--- config.mk ---
export PLATFORM = sky130hd
export DESIGN_NAME = parc_mem_arb
export DESIGN_NICKNAME = d
export VERILOG_FILES = /design/src/rtl/parc_mem_arb.sv
export SDC_FILE = /design/constraint.sdc
export NUM_CORES = 1
export LEC_CHECK = 0
export BUFFER_PORTS_ARGS = -buffer_cell sky130_fd_sc_hd__buf_2
export CORE_AREA = 2 2 126 128
export DETAILED_ROUTE_END_ITERATION = 7
export DIE_AREA = 0 0 128 130
export REMOVE_ABC_BUFFERS = 1
export SYNTH_ARGS = -nofsm -noshare
export SYNTH_HDL_FRONTEND = slang
export SYNTH_SLANG_ARGS = --single-unit
export TNS_END_PERCENT = 1
--- constraint.sdc ---
create_clock -name clk -period 6.9 [get_ports clk]
set_clock_uncertainty 0.1 [all_clocks]
set_input_delay 2.07 -clock clk [delete_from_list [all_inputs] [get_ports clk]]
set_output_delay 2.07 -clock clk [all_outputs]
set_load 0.01 [all_outputs]
--- src/rtl/parc_mem_arb.sv ---
// parc_mem_arb: round-robin 2:1 memory arbiter for the PARCv2 instruction and data ports.
// An in-order tag FIFO of granted ports steers each memory response back to the port that issued it.
`default_nettype none

module parc_mem_arb #(
  parameter int REQ_SZ          = 67,
  parameter int RESP_SZ         = 35,
  parameter int MAX_OUTSTANDING = 4
) (
  input  logic                                 clk,
  input  logic                                 reset,
  input  logic [REQ_SZ-1:0]                    imemreq_msg,
  input  logic                                 imemreq_val,
  output logic                                 imemreq_rdy,
  output logic [RESP_SZ-1:0]                   imemresp_msg,
  output logic                                 imemresp_val,
  input  logic [REQ_SZ-1:0]                    dmemreq_msg,
  input  logic                                 dmemreq_val,
  output logic                                 dmemreq_rdy,
  output logic [RESP_SZ-1:0]                   dmemresp_msg,
  output logic                                 dmemresp_val,
  output logic [REQ_SZ-1:0]                    memreq_msg,
  output logic                                 memreq_val,
  input  logic                                 memreq_rdy,
  input  logic [RESP_SZ-1:0]                   memresp_msg,
  input  logic                                 memresp_val,
  output logic [$clog2(MAX_OUTSTANDING):0]     outstanding,
  output logic                                 protocol_err
);

  localparam int PW = $clog2(MAX_OUTSTANDING);
  localparam int CW = PW + 1;

  logic                       last_grant_q, last_grant_d;
  logic                       hold_q, hold_d;
  logic                       hold_sel_q, hold_sel_d;
  logic                       err_q, err_d;
  logic [MAX_OUTSTANDING-1:0] tags_q, tags_d;
  logic [PW-1:0]              head_q, head_d;
  logic [PW-1:0]              tail_q, tail_d;
  logic [CW-1:0]              count_q, count_d;

  logic sel;
  logic held_val;
  logic hold_live;
  logic full;
  logic req_val;
  logic fire;
  logic nonempty;
  logic pop;
  logic head_tag;

  always_comb begin
    held_val  = hold_sel_q ? dmemreq_val : imemreq_val;
    // A lock on a port that has withdrawn its request is dropped at once so the
    // other port can never be granted under the stale selection.
    hold_live = hold_q & held_val;

    sel = 1'b0;
    if (hold_live) begin
      sel = hold_sel_q;
    end else if (imemreq_val && dmemreq_val) begin
      sel = ~last_grant_q;
    end else if (dmemreq_val) begin
      sel = 1'b1;
    end

    full     = (count_q == CW'(MAX_OUTSTANDING));
    req_val  = reset & (imemreq_val | dmemreq_val) & ~full;
    fire     = req_val & memreq_rdy;
    nonempty = (count_q != '0);
    pop      = memresp_val & nonempty;
    head_tag = tags_q[head_q];
  end

  assign memreq_val   = req_val;
  assign memreq_msg   = sel ? dmemreq_msg : imemreq_msg;
  assign imemreq_rdy  = fire & ~sel;
  assign dmemreq_rdy  = fire & sel;

  assign imemresp_msg = memresp_msg;
  assign dmemresp_msg = memresp_msg;
  assign imemresp_val = reset & pop & ~head_tag;
  assign dmemresp_val = reset & pop & head_tag;

  assign outstanding  = count_q;
  assign protocol_err = err_q;

  always_comb begin
    last_grant_d = last_grant_q;
    hold_d       = hold_live;
    hold_sel_d   = hold_sel_q;
    tags_d       = tags_q;
    head_d       = head_q;
    tail_d       = tail_q;
    count_d      = count_q;
    err_d        = err_q | (memresp_val & ~nonempty);

    if (req_val && !memreq_rdy) begin
      hold_d     = 1'b1;
      hold_sel_d = sel;
    end else if (fire) begin
      hold_d       = 1'b0;
      last_grant_d = sel;
    end

    if (fire) begin
      tags_d[tail_q] = sel;
      tail_d         = tail_q + PW'(1);
    end
    if (pop) begin
      head_d = head_q + PW'(1);
    end

    case ({fire, pop})
      2'b10:   count_d = count_q + CW'(1);
      2'b01:   count_d = count_q - CW'(1);
      default: count_d = count_q;
    endcase
  end

  always_ff @(posedge clk or negedge reset) begin
    if (!reset) begin
      last_grant_q <= 1'b1;
      hold_q       <= 1'b0;
      hold_sel_q   <= 1'b0;
      err_q        <= 1'b0;
      tags_q       <= '0;
      head_q       <= '0;
      tail_q       <= '0;
      count_q      <= '0;
    end else begin
      last_grant_q <= last_grant_d;
      hold_q       <= hold_d;
      hold_sel_q   <= hold_sel_d;
      err_q        <= err_d;
      tags_q       <= tags_d;
      head_q       <= head_d;
      tail_q       <= tail_d;
      count_q      <= count_d;
    end
  end

endmodule

`default_nettype wire
Word-level counts from Yosys, hierarchy flattened:

Cells that the tools add are included.
Widths: inputs -> output; s select.

* register bits after elaboration: 15
* latch bits: 0
* bits in writable memories: 0
* memory bits (read-only): 0
* input bits: 175
* output and inout bits: 146
* logic and storage cells: 57
* memories kept: 0

* add/sub/neg operators: 4
* multiply operators: 0
* divide/modulo/power cells: 0
* magnitude comparators: 3
* equality and inequality tests: 3
* shift operators: 0
* multiplexer cells: 13
* bitwise operators: 19
* reduce and logical (&&, ||, !) cells: 7

Operator list (count)
* $mux 67: 1
* $and 1x1->1: 11
* $mux 1: 8
* $lt 2x3->1 const B: 2
* $not 1->1: 6
* $pmux 3 s2: 1
* $add 2x1->2 const B: 2
* $bwmux 4: 1
* $add 3x1->3 const B: 1
* $eq 3x3->1 const B: 1
* $logic_and 1x1->1: 3
* $reduce_bool 3->1: 1
* $sub 3x1->3 const B: 1
* $bmux 1 s2: 1
* $demux 1 s2: 1
* $eq 2x1->1 const B: 1
* $eq 2x2->1 const B: 1
* $ge 2x1->1 const B: 1
* $or 1x1->1: 2
* $reduce_and 2->1: 1
* $reduce_bool 2->1: 1
* $logic_not 1->1: 1

Longest topological paths before layout:

* word-level depth: 6
* depth in mapped cells: 9

Worst setup path before layout:

OpenSTA, ideal clock, no wires.

* path kind: input -> output
* start point: input dmemreq_val
* end point: output memreq_msg[52]
* arrival time: 2975 ps
* setup slack: 1755 ps
* stages: 5
* path buffers: 2
* cell sequence: inv_1 a31oi_2 buf_4 buf_4 mux2_1

* word-level cells in the longest chain between the ends: 4

RTL lines
* start: declaration: line 18 `input logic dmemreq_val,`
* $mux 1 (tied with other cells): line 64 `end else if (dmemreq_val) begin`
* $mux 1 / $and 1x1->1 (equally long branches): line 62, 57
* $mux 1 *: line 60 `if (hold_live) begin`
* $mux 67 *: line 77 `assign memreq_msg = sel ? dmemreq_msg : imemreq_msg;`
* end: declaration: line 22 `output logic [REQ_SZ-1:0] memreq_msg,`

Mark *: on every way between the ends. The rest lies on a longest branch, timed or not.

Worst setup path in the final report:

Same ends and word-level chain as after synthesis.

==> flow_metrics.tcl <==
set metrics [dict create \
    hold_viol 0 \
    compound_cell_area_share_of_the_yosys_netlist 0.0237 \
    ctsLongestPathBuffers 2 \
    post_layout_nonfiller_instances 549 \
    cts_setup_buffers 0 \
    synth-xor-area-share 0.0243 \
    htree_num_levels 1 \
    critical-path-slowest-cell "sky130_fd_sc_hd__buf_4" \
    globalplace.congestion 0.965 \
    share_of_flip_flops_with_an_asynchronous_set_or_reset 1.00 \
    p_seq_frac 0.247 \
    number_of_nets_in_the_final_layout 538 \
    clk-insertion-delay-late_ns 0.24 \
    cts.sinks 15 \
    first_pass_grt_wire_length_mm 18.0 \
    grt_max_degree 42 \
    worst_ep_arrival_time_ns 3.51 \
    ys_seq_elements 15 \
    synth_simple_gate_area_share 0.0456 \
    cp-startpoint "dmemreq_val" \
    r2r-end "outstanding[2]$_DFFE_PN0P_" \
    grt.overflow.total 0 \
    first_pass_iters 4 \
    layout.cells.most_common "sky130_fd_sc_hd__buf_2" \
    core_region_area_mm2 0.0154 \
    post-route-cell-area_mm2 0.00299 \
    die_w_um 128 \
    num_io_pins 321 \
    internal_w 0.000418 \
    num_rows 46 \
    clock_tree.root_cell "sky130_fd_sc_hd__clkbuf_16" \
    worst_setup_path_endpoint "memreq_msg[52]" \
    synth_adder_area_share 0.0381 \
    initial_core_util 0.140 \
    maxCapViolations 0 \
    syn_area_mm2 0.00217 \
    antenna_left 0 \
    path_clk_slew_ns 0.05 \
    switching_power_w 0.000271 \
    finalWorstPathRequiredPeriod_ns 5.68 \
    routed_wire_length_per_instance_um 25.8 \
    utilization 0.194 \
    place_hpwl_mm 13.1 \
    dpl-instance-area_mm2 0.00291 \
    slew-limit-headroom 0.649 \
    total_placed_cells_including_tap_cells 544 \
    critical_path_cell_count 6 \
    path_class "input port to output pin" \
    worstSetupStartpointType "input port" \
    cts_resized 0 \
    fraction_of_final_layout_cells_sized_beyond_drive_strength_1 0.770 \
    crit_family "buffers and inverters" \
    postSynthAreaPerCell_um2 10.1 \
    switching_share_of_total_power 0.393 \
    pwr-share-clk 0.163 \
    detailedRoute.firstIterationViolations 97 \
    synthCells 214 \
    detailroute.via_count 2141 \
    timing.final.max_slew_violations 0 \
    synth-seq-area-share 0.174 \
    synthMuxAreaShare 0.407 \
    critical_path.max_stage_delay_ns 0.45 \
    initial_antenna_violation_count 2 \
    cells_along_the_critical_path "buf_2 -> inv_1 -> a31oi_4 -> buf_4 -> mux2_1 -> buf_2" \
    grtUsageTotal 0.162 \
    numCtsBuffers 3 \
    synth_cell_types 31 \
    status "finished, final reports clean" \
    floorplan.die_area_mm2 0.0166 \
    cts-hold-fix-buffers 0 \
    power-per-cell-area_mw_per_mm2 231 \
    achievable_clock_frequency_mhz 176 \
    pwr-share-comb 0.590 \
    critical_path_buf_inv_count 4 \
    crit_top_cell "sky130_fd_sc_hd__buf_2" \
    route.detailed.vias_per_inst 3.90 \
    rrSetupSlack_ns 4.55 \
    synth_top_family_by_area "multiplexers" \
    area_delta_synth_final_pct 38.0 \
    setup-violations-final 0 \
    grt_pass1_vias 2174 \
    reg_to_reg_startpoint "outstanding[1]$_DFFE_PN0P_" \
    synth-edff-count 0 \
    most_used_flip_flop_cell_after_synthesis "sky130_fd_sc_hd__dfrtp_1" \
    p_leak_nw 1.55 \
    synth-warning-count 0 \
    cts_tree "built" \
    rsz0062_at_grt "no" \
    placement.io_buffers 215 \
    least_margin_pin_slew_ns 0.526 \
    postRouteWirelength_mm 14.2 \
    timing.reg2reg.worst_path_depth 8 \
    critPathRequiredTime_ns 4.73 \
    fin_crit_sh 0.823 \
    chipHeight_um 130 \
    cp-end-kind "output pin" \
    drc 0 \
    crit_path_max_fanout 41 \
    ir_drop_mv 0.0977 \
    timing.hold.worst.class "register to register" \
    layout.cells.most_common_list "sky130_fd_sc_hd__buf_2 (215), sky130_fd_sc_hd__mux2_2 (48), sky130_fd_sc_hd__mux2_1 (26)" \
]
## stage by stage
stage               setup TNS [ns]  setup WS, ns  hold slack, ns  total power [W]
finish                           0          1.22           0.351         0.000689
detailed placement               0          1.16           0.343         0.000586
global route                     0          1.10           0.364         0.000748
CTS                              0          1.16           0.354         0.000702
floorplan                    -4.03       -0.0867           0.353         0.000412
global placement                 0          1.16           0.336         0.000580
## power groups by stage
stage / clock [W] / sequential (W) / combinational [W]
after floorplan: 0 / 0.000169 / 0.000243
after global placement: 0 / 0.000171 / 0.000409
after detailed placement: 0 / 0.000172 / 0.000414
after CTS: 0.000114 / 0.000171 / 0.000417
after global routing: 0.000118 / 0.000178 / 0.000452
final: 0.000113 / 0.000170 / 0.000407
## Yosys cell counts, types with 2 or more instances
cell type	instances	area, µm²
sky130_fd_sc_hd__nand3_1	4	20.0
sky130_fd_sc_hd__and3_1	2	12.5
sky130_fd_sc_hd__inv_1	6	22.5
sky130_fd_sc_hd__buf_4	72	541
sky130_fd_sc_hd__mux2_1	26	293
sky130_fd_sc_hd__nor2_1	3	11.3
sky130_fd_sc_hd__ha_1	5	62.6
sky130_fd_sc_hd__xor2_1	3	26.3
sky130_fd_sc_hd__xnor2_1	3	26.3
sky130_fd_sc_hd__dfrtp_1	14	350
sky130_fd_sc_hd__buf_6	4	45.0
sky130_fd_sc_hd__nand2_1	4	15.0
sky130_fd_sc_hd__buf_2	3	15.0
sky130_fd_sc_hd__mux2_2	48	541
## worst reg2reg max path: stages (launching register included)
cell and delay [ns]:
sky130_fd_sc_hd__dfrtp_1 0.41, sky130_fd_sc_hd__or3b_1 0.53, sky130_fd_sc_hd__nand2_2 0.19, sky130_fd_sc_hd__ha_1 0.20, sky130_fd_sc_hd__inv_1 0.06, sky130_fd_sc_hd__fa_1 0.37
sky130_fd_sc_hd__xor2_1 0.15, sky130_fd_sc_hd__nor2_1 0.11, sky130_fd_sc_hd__xor2_1 0.15
## kinds of logic (layout without fill, tap and decap cells)
logic type,Yosys count,after routing
other,0,1
adder cells (fa/ha/maj),6,6
AND/OR/NAND/NOR,19,19
flip-flops,15,15
AO/OA/AOI/OAI,6,6
multiplexers,77,77
XOR/XNOR,6,6
buffers and inverters,85,227
## flip-flops by register name (all words and copies together), names as in the netlist
name	flops
tail_q	2
tags_q	4
hold_q	1
protocol_err	1
head_q	2
last_grant_q	1
outstanding	3
hold_sel_q	1
## per-layer routing
metal  up-vias  routed length [µm]  share of wire  global-route usage
li1        945                   -              -                   -
met1       939                5540           0.39               0.182
met2       244                5580           0.39               0.225
met3        11                2890           0.20               0.148
met4         2                  78         0.0055              0.0187
met5         -                 100         0.0071              0.0765
## final cells by class
type | instances | area (µm²)
clock inverters | 1 | 5.00
clock buffers | 3 | 75.1
multi-input cells | 114 | 1170
flip-flops and latches | 15 | 377
well taps | 192 | 240
repair buffers | 217 | 1090
diodes | 1 | 2.50
fillers | 1764 | 12400
inverters | 6 | 22.5
## worst min-delay path by stage
stage / start / end / slack [ns] / cells after the start
2_1_floorplan: head_q[1]$_DFFE_PN0P_ / head_q[1]$_DFFE_PN0P_ / 0.35 / 1
3_3_place_gp: protocol_err$_DFF_PN0_ / protocol_err$_DFF_PN0_ / 0.34 / 1
3_5_place_dp: protocol_err$_DFF_PN0_ / protocol_err$_DFF_PN0_ / 0.34 / 1
4_1_cts: protocol_err$_DFF_PN0_ / protocol_err$_DFF_PN0_ / 0.35 / 1
5_1_grt: protocol_err$_DFF_PN0_ / protocol_err$_DFF_PN0_ / 0.36 / 1
6_report: protocol_err$_DFF_PN0_ / protocol_err$_DFF_PN0_ / 0.35 / 1
(Power assumes the default switching activity.)
